[config.mk]
export PLATFORM = sky130hd
export DESIGN_NAME = xbar_port_arbiter_flat
export DESIGN_NICKNAME = d
export VERILOG_FILES = /design/src/rtl/xbar_port_arbiter_if.sv /design/src/rtl/xbar_port_arbiter.sv /design/src/flat_wrapper.sv
export SDC_FILE = /design/constraint.sdc
export NUM_CORES = 1
export LEC_CHECK = 0
export BUFFER_PORTS_ARGS = -buffer_cell sky130_fd_sc_hd__buf_2
export CORE_ASPECT_RATIO = 2
export CORE_UTILIZATION = 35
export CTS_CLUSTER_DIAMETER = 80
export CTS_CLUSTER_SIZE = 24
export DETAILED_ROUTE_END_ITERATION = 10
export HOLD_SLACK_MARGIN = 0.15
export PLACE_DENSITY = 0.55
export SLEW_MARGIN = 20
export SYNTH_ARGS = -nofsm -noshare
export SYNTH_HDL_FRONTEND = slang
export SYNTH_SLANG_ARGS = --single-unit
export TNS_END_PERCENT = 5
[constraint.sdc]
create_clock -name glb_clk -period 7.2 [get_ports glb_clk]
set_clock_uncertainty 0.2 [all_clocks]
set_input_delay 0.36 -clock glb_clk [delete_from_list [all_inputs] [get_ports glb_clk]]
set_output_delay 0.36 -clock glb_clk [all_outputs]
set_load 0.02 [all_outputs]
[src/rtl/xbar_port_arbiter_if.sv]
// ----------------------------------------------------------------------------
// xbar_port_arbiter_if
//   Bundles the request, observed-handshake, config and grant signals of the
//   4x4 cross bar port arbiter.
//   master : drives rx_req/rx_dest/rx_t*/cfg_out_en, observes grants
//   slave  : the arbiter; consumes requests, drives fifo_sel_bits_*, rx_grant,
//            out_busy, timeout_err
// Signals
//   rx_req      [3:0]  port i requests a FIFO
//   rx_dest     [7:0]  [2i+1:2i] destination FIFO of port i
//   rx_tvalid   [3:0]  per-port AXIS tvalid (observed)
//   rx_tready   [3:0]  per-port AXIS tready (observed)
//   rx_tlast    [3:0]  per-port AXIS tlast  (observed)
//   cfg_out_en  [3:0]  FIFO j may accept new grants
//   fifo_sel_bits_0..3 [3:0] one-hot owner port per FIFO, 0 = idle
//   rx_grant    [3:0]  port i owns some FIFO
//   out_busy    [3:0]  FIFO j owned
//   timeout_err [3:0]  FIFO j force-released by watchdog (1-cycle pulse)
// ----------------------------------------------------------------------------
interface xbar_port_arbiter_if;
    logic [3:0] rx_req;
    logic [7:0] rx_dest;
    logic [3:0] rx_tvalid;
    logic [3:0] rx_tready;
    logic [3:0] rx_tlast;
    logic [3:0] cfg_out_en;
    logic [3:0] fifo_sel_bits_0;
    logic [3:0] fifo_sel_bits_1;
    logic [3:0] fifo_sel_bits_2;
    logic [3:0] fifo_sel_bits_3;
    logic [3:0] rx_grant;
    logic [3:0] out_busy;
    logic [3:0] timeout_err;

    modport master (
        output rx_req, rx_dest, rx_tvalid, rx_tready, rx_tlast, cfg_out_en,
        input  fifo_sel_bits_0, fifo_sel_bits_1, fifo_sel_bits_2,
               fifo_sel_bits_3, rx_grant, out_busy, timeout_err
    );

    modport slave (
        input  rx_req, rx_dest, rx_tvalid, rx_tready, rx_tlast, cfg_out_en,
        output fifo_sel_bits_0, fifo_sel_bits_1, fifo_sel_bits_2,
               fifo_sel_bits_3, rx_grant, out_busy, timeout_err
    );
endinterface

[src/rtl/xbar_port_arbiter.sv]
// ----------------------------------------------------------------------------
// xbar_port_arbiter
//   Per-output round-robin allocator driving the fifo_sel_bits_0..3 selects of
//   the 4x4 AXIS cross bar. Each FIFO runs its own IDLE/OWNED machine; a grant
//   is held until the owner's tlast beat is accepted, or until the watchdog
//   sees TIMEOUT consecutive owner cycles without an accepted beat.
// Parameters
//   TIMEOUT  stall cycles before forced release (0 disables the watchdog)
//   TO_W     watchdog counter width, must hold TIMEOUT
// Ports
//   glb_clk    rising-edge clock
//   glb_reset  synchronous, active-high reset
//   bus        xbar_port_arbiter_if.slave (requests in, selects/status out)
// ----------------------------------------------------------------------------
module xbar_port_arbiter #(
    parameter int TIMEOUT = 1024,
    parameter int TO_W    = 11
) (
    input  logic                glb_clk,
    input  logic                glb_reset,
    xbar_port_arbiter_if.slave  bus
);
    localparam int NP = 4;
    localparam logic [TO_W-1:0] TO_LAST = (TIMEOUT > 0) ? TO_W'(TIMEOUT - 1) : '0;

    typedef enum logic {S_IDLE = 1'b0, S_OWNED = 1'b1} state_t;

    logic [NP-1:0][NP-1:0] w_sel;    // [fifo][port], registered owners
    logic [NP-1:0]         w_grant;
    logic [NP-1:0]         w_busy;
    logic [NP-1:0]         w_err;

    // A port owns at most one FIFO, so OR-ing the columns stays one bit per port.
    always_comb begin
        w_grant = '0;
        for (int j = 0; j < NP; j++) w_grant = w_grant | w_sel[j];
    end

    genvar gj;
    generate
        for (gj = 0; gj < NP; gj++) begin : g_fifo
            state_t          r_state, w_state_nxt;
            logic [NP-1:0]   r_sel, w_sel_nxt;
            logic [1:0]      r_ptr, w_ptr_nxt;
            logic [TO_W-1:0] r_cnt, w_cnt_nxt;
            logic            r_err, w_err_nxt;
            logic [NP-1:0]   w_cand;
            logic            w_found;
            logic [1:0]      w_win;
            logic            w_hs;
            logic            w_last;
            logic            w_wd;

            // Already-granted ports are excluded; since each port names a
            // single destination, two FIFOs can never pick the same port.
            always_comb begin
                w_cand = '0;
                for (int i = 0; i < NP; i++)
                    w_cand[i] = bus.rx_req[i] && (bus.rx_dest[2*i +: 2] == 2'(gj)) &&
                                !w_grant[i] && bus.cfg_out_en[gj];
            end

            // Search upward from the pointer; 2-bit index wraps 3->0.
            always_comb begin
                logic [1:0] idx;
                idx     = '0;
                w_found = 1'b0;
                w_win   = '0;
                for (int k = 0; k < NP; k++) begin
                    idx = r_ptr + 2'(k);
                    if (!w_found && w_cand[idx]) begin
                        w_found = 1'b1;
                        w_win   = idx;
                    end
                end
            end

            assign w_hs   = |(r_sel & bus.rx_tvalid & bus.rx_tready);
            assign w_last = |(r_sel & bus.rx_tvalid & bus.rx_tready & bus.rx_tlast);
            assign w_wd   = (TIMEOUT > 0) && !w_hs && (r_cnt == TO_LAST);

            always_comb begin
                w_state_nxt = r_state;
                w_sel_nxt   = r_sel;
                w_ptr_nxt   = r_ptr;
                w_cnt_nxt   = r_cnt;
                w_err_nxt   = 1'b0;
                case (r_state)
                    S_IDLE: begin
                        if (w_found) begin
                            w_state_nxt = S_OWNED;
                            w_sel_nxt   = NP'(1) << w_win;
                            w_ptr_nxt   = w_win + 2'd1;
                            w_cnt_nxt   = '0;
                        end
                    end
                    S_OWNED: begin
                        // tlast wins over the watchdog when both land together.
                        if (w_last) begin
                            w_state_nxt = S_IDLE;
                            w_sel_nxt   = '0;
                            w_cnt_nxt   = '0;
                        end else if (w_hs) begin
                            w_cnt_nxt   = '0;
                        end else if (w_wd) begin
                            w_state_nxt = S_IDLE;
                            w_sel_nxt   = '0;
                            w_cnt_nxt   = '0;
                            w_err_nxt   = 1'b1;
                        end else if (TIMEOUT > 0) begin
                            w_cnt_nxt   = r_cnt + TO_W'(1);
                        end
                    end
                    default: begin
                        w_state_nxt = S_IDLE;
                        w_sel_nxt   = '0;
                    end
                endcase
            end

            always_ff @(posedge glb_clk) begin
                if (glb_reset) begin
                    r_state <= S_IDLE;
                    r_sel   <= '0;
                    r_ptr   <= '0;
                    r_cnt   <= '0;
                    r_err   <= 1'b0;
                end else begin
                    r_state <= w_state_nxt;
                    r_sel   <= w_sel_nxt;
                    r_ptr   <= w_ptr_nxt;
                    r_cnt   <= w_cnt_nxt;
                    r_err   <= w_err_nxt;
                end
            end

            assign w_sel[gj]  = r_sel;
            assign w_busy[gj] = |r_sel;
            assign w_err[gj]  = r_err;
        end
    endgenerate

    assign bus.fifo_sel_bits_0 = w_sel[0];
    assign bus.fifo_sel_bits_1 = w_sel[1];
    assign bus.fifo_sel_bits_2 = w_sel[2];
    assign bus.fifo_sel_bits_3 = w_sel[3];
    assign bus.rx_grant        = w_grant;
    assign bus.out_busy        = w_busy;
    assign bus.timeout_err     = w_err;

endmodule

[src/flat_wrapper.sv]
// flat-port wrapper written by rule: the top's interface ports become plain ports
module xbar_port_arbiter_flat 
#(
    parameter int TIMEOUT = 1024,
    parameter int TO_W    = 11
)
  (glb_clk, glb_reset, bus_rx_req, bus_rx_dest, bus_rx_tvalid, bus_rx_tready, bus_rx_tlast, bus_cfg_out_en, bus_fifo_sel_bits_0, bus_fifo_sel_bits_1, bus_fifo_sel_bits_2, bus_fifo_sel_bits_3, bus_rx_grant, bus_out_busy, bus_timeout_err);
  xbar_port_arbiter_if bus_i ();
  input  logic glb_clk;
  input  logic glb_reset;
  input wire logic [$bits(bus_i.rx_req)-1:0] bus_rx_req;
  input wire logic [$bits(bus_i.rx_dest)-1:0] bus_rx_dest;
  input wire logic [$bits(bus_i.rx_tvalid)-1:0] bus_rx_tvalid;
  input wire logic [$bits(bus_i.rx_tready)-1:0] bus_rx_tready;
  input wire logic [$bits(bus_i.rx_tlast)-1:0] bus_rx_tlast;
  input wire logic [$bits(bus_i.cfg_out_en)-1:0] bus_cfg_out_en;
  output wire logic [$bits(bus_i.fifo_sel_bits_0)-1:0] bus_fifo_sel_bits_0;
  output wire logic [$bits(bus_i.fifo_sel_bits_1)-1:0] bus_fifo_sel_bits_1;
  output wire logic [$bits(bus_i.fifo_sel_bits_2)-1:0] bus_fifo_sel_bits_2;
  output wire logic [$bits(bus_i.fifo_sel_bits_3)-1:0] bus_fifo_sel_bits_3;
  output wire logic [$bits(bus_i.rx_grant)-1:0] bus_rx_grant;
  output wire logic [$bits(bus_i.out_busy)-1:0] bus_out_busy;
  output wire logic [$bits(bus_i.timeout_err)-1:0] bus_timeout_err;
  assign bus_i.rx_req = bus_rx_req;
  assign bus_i.rx_dest = bus_rx_dest;
  assign bus_i.rx_tvalid = bus_rx_tvalid;
  assign bus_i.rx_tready = bus_rx_tready;
  assign bus_i.rx_tlast = bus_rx_tlast;
  assign bus_i.cfg_out_en = bus_cfg_out_en;
  assign bus_fifo_sel_bits_0 = bus_i.fifo_sel_bits_0;
  assign bus_fifo_sel_bits_1 = bus_i.fifo_sel_bits_1;
  assign bus_fifo_sel_bits_2 = bus_i.fifo_sel_bits_2;
  assign bus_fifo_sel_bits_3 = bus_i.fifo_sel_bits_3;
  assign bus_rx_grant = bus_i.rx_grant;
  assign bus_out_busy = bus_i.out_busy;
  assign bus_timeout_err = bus_i.timeout_err;
  xbar_port_arbiter #(.TIMEOUT(TIMEOUT), .TO_W(TO_W)) u_core (.glb_clk(glb_clk), .glb_reset(glb_reset), .bus(bus_i));
endmodule
---- After elaboration in Yosys (flattened, before gate mapping) ----
Index checks and enable logic that the tools add are counted.
storage, ports and cells
  register bits ........................... 76
  input port bits ......................... 30
  output and inout bits ................... 28
  logic and storage cells ................. 347
operators by class
  reductions and logical operators ........ 112
  equal/unequal tests ..................... 28
  shift operators ......................... 4
  add/sub/neg operators ................... 20
  $lt $le $gt $ge ......................... 16
  bitwise gates (word level) .............. 19
  muxes and demuxes ....................... 128
operators with widths
  operator                                                                  count
  11-bit 2-to-1 mux                                                         16
  11-bit one-hot mux with 2 select lines                                    4
  1-bit logical AND                                                         64
  4-bit 2-to-1 mux                                                          16
  1-bit 2-to-1 mux                                                          52
  4-bit AND                                                                 12
  2-bit by 3-bit < comparator with 1-bit output (second input constant)     16
  4-bit OR reduction                                                        12
  11-bit by 1-bit adder with 11-bit output (second input constant)          4
  11-bit by 10-bit equality test with 1-bit output (second input constant)  4
  10-bit OR reduction                                                       4
  1-bit binary-select mux with 2-bit select                                 16
  2-bit 2-to-1 mux                                                          16
  4-bit one-hot mux with 2 select lines                                     4
  3-bit inequality test (second input constant)                             8
  1-bit zero test                                                           20
  2-bit by 1-bit adder with 2-bit output (second input constant)            8
  2-bit adder (second input constant)                                       8
  2-bit equality test (second input constant)                               8
  1-bit by 2-bit left shift with 4-bit output (first input constant)        4
  4-bit bitwise OR                                                          3
  3-bit AND reduction                                                       4
  2-bit by 1-bit equality test with 1-bit output (second input constant)    4
  2-bit zero test                                                           4
  4 further kinds                                                           16

---- Logic depth before layout (Yosys ltp) ----
  word-level depth ........................ 21
  gate-level depth with buffers ........... 9
  depth with buffers taken out ............ 9

---- Worst setup path before layout ----
No wires, ideal clock.
  path kind ............................... reg2reg
  start ................................... register u_core.g_fifo[0].r_sel[0], in the netlist u_core.bus.fifo_sel_bits_0[0]
  end ..................................... register u_core.g_fifo[3].r_ptr[1]
  arrival ................................. 2.462 ns
  setup slack ............................. 4.422 ns
  path buffers ............................ 0
  cell stages (with the launch flop) ...... 10
  required time ........................... 6.884 ns
  setup time .............................. 0.116 ns
  period minus slack after synthesis ...... 2.778 ns
  cells stage by stage .................... dfxtp_1 nor4_4 inv_2 nor3_1 a211oi_1 o21ai_0 inv_1 ha_1 and4b_1 a31o_2
between the ends
  word-level cells in the longest chain between the ends .. 19
  elaborated cells on any way between the ends .. 30
  classes of those cells .................. add/sub: 1; mux: 16; bitwise: 3; reduce/logical: 10
ends and longest elaborated chain
  element                                                                               line                      source
  from (decl)                                                                           xbar_port_arbiter.sv:43   logic [NP-1:0] r_sel, w_sel_nxt;
  from (signal assigned)                                                                xbar_port_arbiter.sv:130  r_sel <= w_sel_nxt;
  4-bit bitwise OR * (3 in series)                                                      xbar_port_arbiter.sv:36   for (int j = 0; j < NP; j++) w_grant = w_grant | w_sel[j];
  named net bus_rx_grant[0]                                                             flat_wrapper.sv:21        output wire logic [$bits(bus_i.rx_grant)-1:0] bus_rx_grant;
  1-bit zero test *                                                                     xbar_port_arbiter.sv:60   !w_grant[i] && bus.cfg_out_en[gj];
  1-bit logical AND *                                                                   xbar_port_arbiter.sv:59   w_cand[i] = bus.rx_req[i] && (bus.rx_dest[2*i +: 2] == 2'(gj)) &&
  1-bit logical AND *                                                                   xbar_port_arbiter.sv:60
  1-bit binary-select mux with 2-bit select                                             xbar_port_arbiter.sv:71   if (!w_found && w_cand[idx]) begin
  1-bit 2-to-1 mux (implied by the code)                                                xbar_port_arbiter.sv:71
  1-bit 2-to-1 mux                                                                      xbar_port_arbiter.sv:71
  [... 2 more ...]                                                                      -
  1-bit 2-to-1 mux                                                                      xbar_port_arbiter.sv:71
  1-bit zero test                                                                       xbar_port_arbiter.sv:71
  1-bit logical AND                                                                     xbar_port_arbiter.sv:71
  1-bit 2-to-1 mux                                                                      xbar_port_arbiter.sv:71
  1-bit zero test                                                                       xbar_port_arbiter.sv:71
  1-bit logical AND                                                                     xbar_port_arbiter.sv:71
  2-bit 2-to-1 mux / 1-bit 2-to-1 mux (equally long branches)                           xbar_port_arbiter.sv:71
  2-bit by 1-bit adder with 2-bit output / 2-bit AND reduction (equally long branches)  -
  to (signal assigned)                                                                  xbar_port_arbiter.sv:131  r_ptr <= w_ptr_nxt;
  to (decl)                                                                             xbar_port_arbiter.sv:44   logic [1:0] r_ptr, w_ptr_nxt;
The timed path passes the listed nets; every way through them passes the cells marked *. The select of a mux whose other input is x is not followed.
A chain may end at the register's enable or synchronous reset.

---- Worst setup path after layout ----
  start ................................... register u_core.g_fifo[0].r_sel[0], in the netlist u_core.bus.fifo_sel_bits_0[0]
  end ..................................... register u_core.g_fifo[3].r_ptr[1]
between the ends
  word-level cells in the longest chain between the ends .. 19
  elaborated cells on any way between the ends .. 30
  classes of those cells .................. add/sub: 1; mux: 16; bitwise: 3; reduce/logical: 10
ends and longest elaborated chain
  element                                                                               line
  4-bit bitwise OR * (3 in series)                                                      xbar_port_arbiter.sv:36
  1-bit zero test *                                                                     xbar_port_arbiter.sv:60
  1-bit logical AND *                                                                   xbar_port_arbiter.sv:59
  1-bit logical AND *                                                                   xbar_port_arbiter.sv:60
  1-bit binary-select mux with 2-bit select                                             xbar_port_arbiter.sv:71
  1-bit 2-to-1 mux (implied by the code)                                                xbar_port_arbiter.sv:71
  1-bit 2-to-1 mux                                                                      xbar_port_arbiter.sv:71
  1-bit zero test                                                                       xbar_port_arbiter.sv:71
  1-bit logical AND                                                                     xbar_port_arbiter.sv:71
  1-bit 2-to-1 mux                                                                      xbar_port_arbiter.sv:71
  1-bit zero test                                                                       xbar_port_arbiter.sv:71
  1-bit logical AND                                                                     xbar_port_arbiter.sv:71
  1-bit 2-to-1 mux                                                                      xbar_port_arbiter.sv:71
  1-bit zero test                                                                       xbar_port_arbiter.sv:71
  1-bit logical AND                                                                     xbar_port_arbiter.sv:71
  2-bit 2-to-1 mux / 1-bit 2-to-1 mux (equally long branches)                           xbar_port_arbiter.sv:71
  2-bit by 1-bit adder with 2-bit output / 2-bit AND reduction (equally long branches)  -
Every way passes the cells marked *; elsewhere a longest branch is shown, timed or not. The select of a mux whose other input is x is not followed.

==> results by group <==
Setup path
  – Reg2reg path depth: 9
  – Worst path cell trace: nor4_4 -> inv_2 -> nor3_1 -> a211oi_1 -> o21ai_0 -> inv_1 -> ha_1 -> and4b_1 -> a31o_2
  – Critical path endpoint category: register
  – CP peak stage delay: 610 ps
  – Critical path launch point type: register
  – R2r endpoint: u_core.g_fifo[3].r_ptr[1]
  – CP delay by family, top: simple AND/OR/NAND/NOR gates
  – Req. time, crit path: 7230 ps
  – WP buf/inv: 2
  – Reg2Reg Setup Slack: a little over 4000 ps
  – Worst r2r src: u_core.bus.fifo_sel_bits_0[0]
  – Slowest-stage cell, CP: nor4_4
  – Critical path arrival: 3100 ps
  – Crit Path Class: reg2reg
  – Worst Setup SP: u_core.bus.fifo_sel_bits_0[0]
  – CP max FO: 9

Global routing
  – Initial antenna violation count: 0
  – Largest net degree at the start of global routing: 22
  – Vias in the first global route: 4577
  – First-pass GRT wire length: 22700 um
  – GR Overflow Total: 0
  – All-Layer GR Usage: 20.4%

Drt
  – WL/cell: 18.9 um
  – DRC violations left: 12
  – Antenna-violating nets left: 0
  – 1st-iter DRT viols: 258
  – 1st-pass router iterations: 7
  – Vias/cell: 6.13
  – Drt total wl: 14300 um
  – Vias: 4630

Yosys
  – Post-synth EDFFs: 0
  – Mapped Area: 4720 sq um
  – Post-synth cell types: 77
  – Seq/Total Area, Yosys: 32.2%
  – Top cells by area, synth: dfxtp_1 32%, a22o_1 5.6%, ha_1 5.3%
  – Syn Inst Count: roughly 540
  – Main synth FF type: dfxtp_1
  – Post-synth top area share: 32.2%
  – Synth top cells by count: 76 x dfxtp_1, 40 x nand3_1, 37 x nand2_1
  – Post-synthesis cell type with the largest combined area: dfxtp_1
  – Synth warnings: 0
  – #FFs+latches synth: 76
  – FFs w/ async S/R, synth: 0%
  – Top-count cell post-synth: dfxtp_1
  – Mean Syn Cell Area: 8.68 sq um
  – Syn nets: approximately 590

Cells and area
  – Final cell count without fillers: 755
  – # diodes: 0
  – Layout area overhead: 14.1%
  – Nets: 648
  – Fraction of layout cells with a size suffix above 1: 20.2%

STA
  – Setup TNS: 0 ps
  – RSZ-0062 raised after global routing: no
  – Max-slew violations: 0
  – Fmax: 326 MHz
  – Min cycle time layout: 3070 ps
  – Slew HR: approximately 44%
  – Final Hold Vio Count: 0
  – Final setup violation count: 0
  – Final period util: roughly 43%
  – Worst-Margin Slew: 832 ps

Die
  – Core area: 13100 sq um
  – Starting Density: about 36%
  – Site Rows: a little under 60
  – Die Height: 166 um
  – Io pins: slightly below 60
  – Die width: 84.1 um
  – Die footprint: approximately 14000 sq um

Pwr
  – Leakage: between 0.002 and 0.0025 uW
  – PwrDens: 197 nW/um^2
  – Max IR drop VDD: around 0.00010 V
  – Final Power: 1060 uW

CTS
  – Total CTS buffers: 9
  – Worst-path clk slew: 60 ps
  – H-tree lvl count: 3
  – Post-CTS Resized: 0
  – CTS sink cnt: 76
  – Post-CTS setup buffer count: 0
  – Clock root buffer: clkbuf_16
  – CTS tree: built
  – Clk_lat worst skew: around 340 ps
  – Clock Path Buffers: 2
  – # hold bufs at CTS: 0

Hold path
  – WHS Endpoint: u_core.g_fifo[0].r_state
  – Hold Path Stages: 2
  – Worst Hold Launch: glb_reset
  – Hold crit path type: in2reg

Placed design
  – GP Congestion: 0.885
  – Input/output buffers: 57
  – Placed insts: 739
  – DP HPWL: 11000 um

Job
  – Max-Cap Viols: 0

Run status
  – Status: complete, but fails checks
  – Failing checks: design-rule violations
[how the worst max path moves through the flow]
stage | to | slack, ps | depth (start not counted)
6_report | u_core.g_fifo[3].r_ptr[1] | 4130 | 9
5_1_grt | u_core.g_fifo[3].r_ptr[1] | 3920 | 9
4_1_cts | u_core.g_fifo[3].r_ptr[1] | 4180 | 9
3_5_place_dp | u_core.g_fifo[3].r_ptr[1] | 4190 | 9
3_3_place_gp | u_core.g_fifo[3].r_ptr[1] | 4270 | 9
2_1_floorplan | u_core.g_fifo[3].r_ptr[1] | 4420 | 9
[through the flow]
| step | utilization, % | hold WS [ps] | instance area (sq um) | setup slack [ps] |
|---|---|---|---|---|
| after floorplan | - | 254 | 4720 | 4420 |
| after global placement | 38.9 | 272 | 5090 | 4270 |
| after detailed placement | 38.9 | 280 | 5090 | 4190 |
| after CTS | 41.2 | 253 | 5380 | 4180 |
| after global routing | 41.2 | 294 | 5380 | 3920 |
| final | 41.2 | 267 | 5380 | 4130 |
[sequential cells by signal, summed over array words and instances (netlist names)]
signal,flops
u_core.bus.fifo_sel_bits_3,4
u_core.bus.fifo_sel_bits_2,4
u_core.g_fifo.r_state,4
u_core.g_fifo.r_cnt,44
u_core.g_fifo.r_err,4
u_core.g_fifo.r_ptr,8
u_core.bus.fifo_sel_bits_1,4
u_core.bus.fifo_sel_bits_0,4
[cell usage in the layout, fill, tap and decap left out, types with 5 or more instances in the layout]
master,instances
or4_1,7
clkbuf_16,9
nor2_1,32
a211o_1,5
nor2b_1,7
a21o_1,6
or3_1,5
nor2_2,5
o21ai_0,15
a221o_1,7
nor3_1,25
nor4_1,9
a21oi_1,19
nand2_1,37
xnor2_1,6
o32ai_1,10
and2_1,6
ha_1,20
inv_1,21
dfxtp_1,76
a22o_1,30
or2_2,7
nand3_1,40
buf_2,57
and3_1,15
nand4_1,31
[logic make-up (layout without fill, tap and decap cells)]
kind of cell | Yosys count | count (layout) | share of synthesized area, %
AOI/OAI and AO/OA | 132 | 132 | 22.1
xor gates and xnor gates | 9 | 9 | 1.67
adders and majority gates | 20 | 20 | 5.30
buffers and inverters | 39 | 98 | 4.24
DFF | 76 | 76 | 32.2
muxes | 5 | 5 | 1.17
and+or+nand+nor | 263 | 263 | 33.3
[area by class of cell]
cell class,count,area (sq um)
Fill cell,1316,7680
Multi-Input combinational cell,429,3000
Sequential cell,76,1520
Timing Repair Buffer,57,285
Clock buffer,11,253
Tap cell,152,190
Inverter,25,93.8
Clock inverter,5,36.3
[where the power goes]
| group | internal (uW) | leakage (uW) | total [uW] | switching (uW) |
|---|---|---|---|---|
| logic | 59.9 | 0.00140 | 172 | 112 |
| clock network | 252 | 0.000134 | 437 | 185 |
| registers | 432 | 0.000615 | 449 | 17.0 |
| total | 744 | 0.00215 | 1060 | 314 |
[layer usage]
metal	GRT usage (%)	share of wire (%)
met3	3.33	3.9
met5	0	0
met1	20.3	37
met4	9.15	3.3
met2	40.2	56
(Power assumes the default switching activity.)
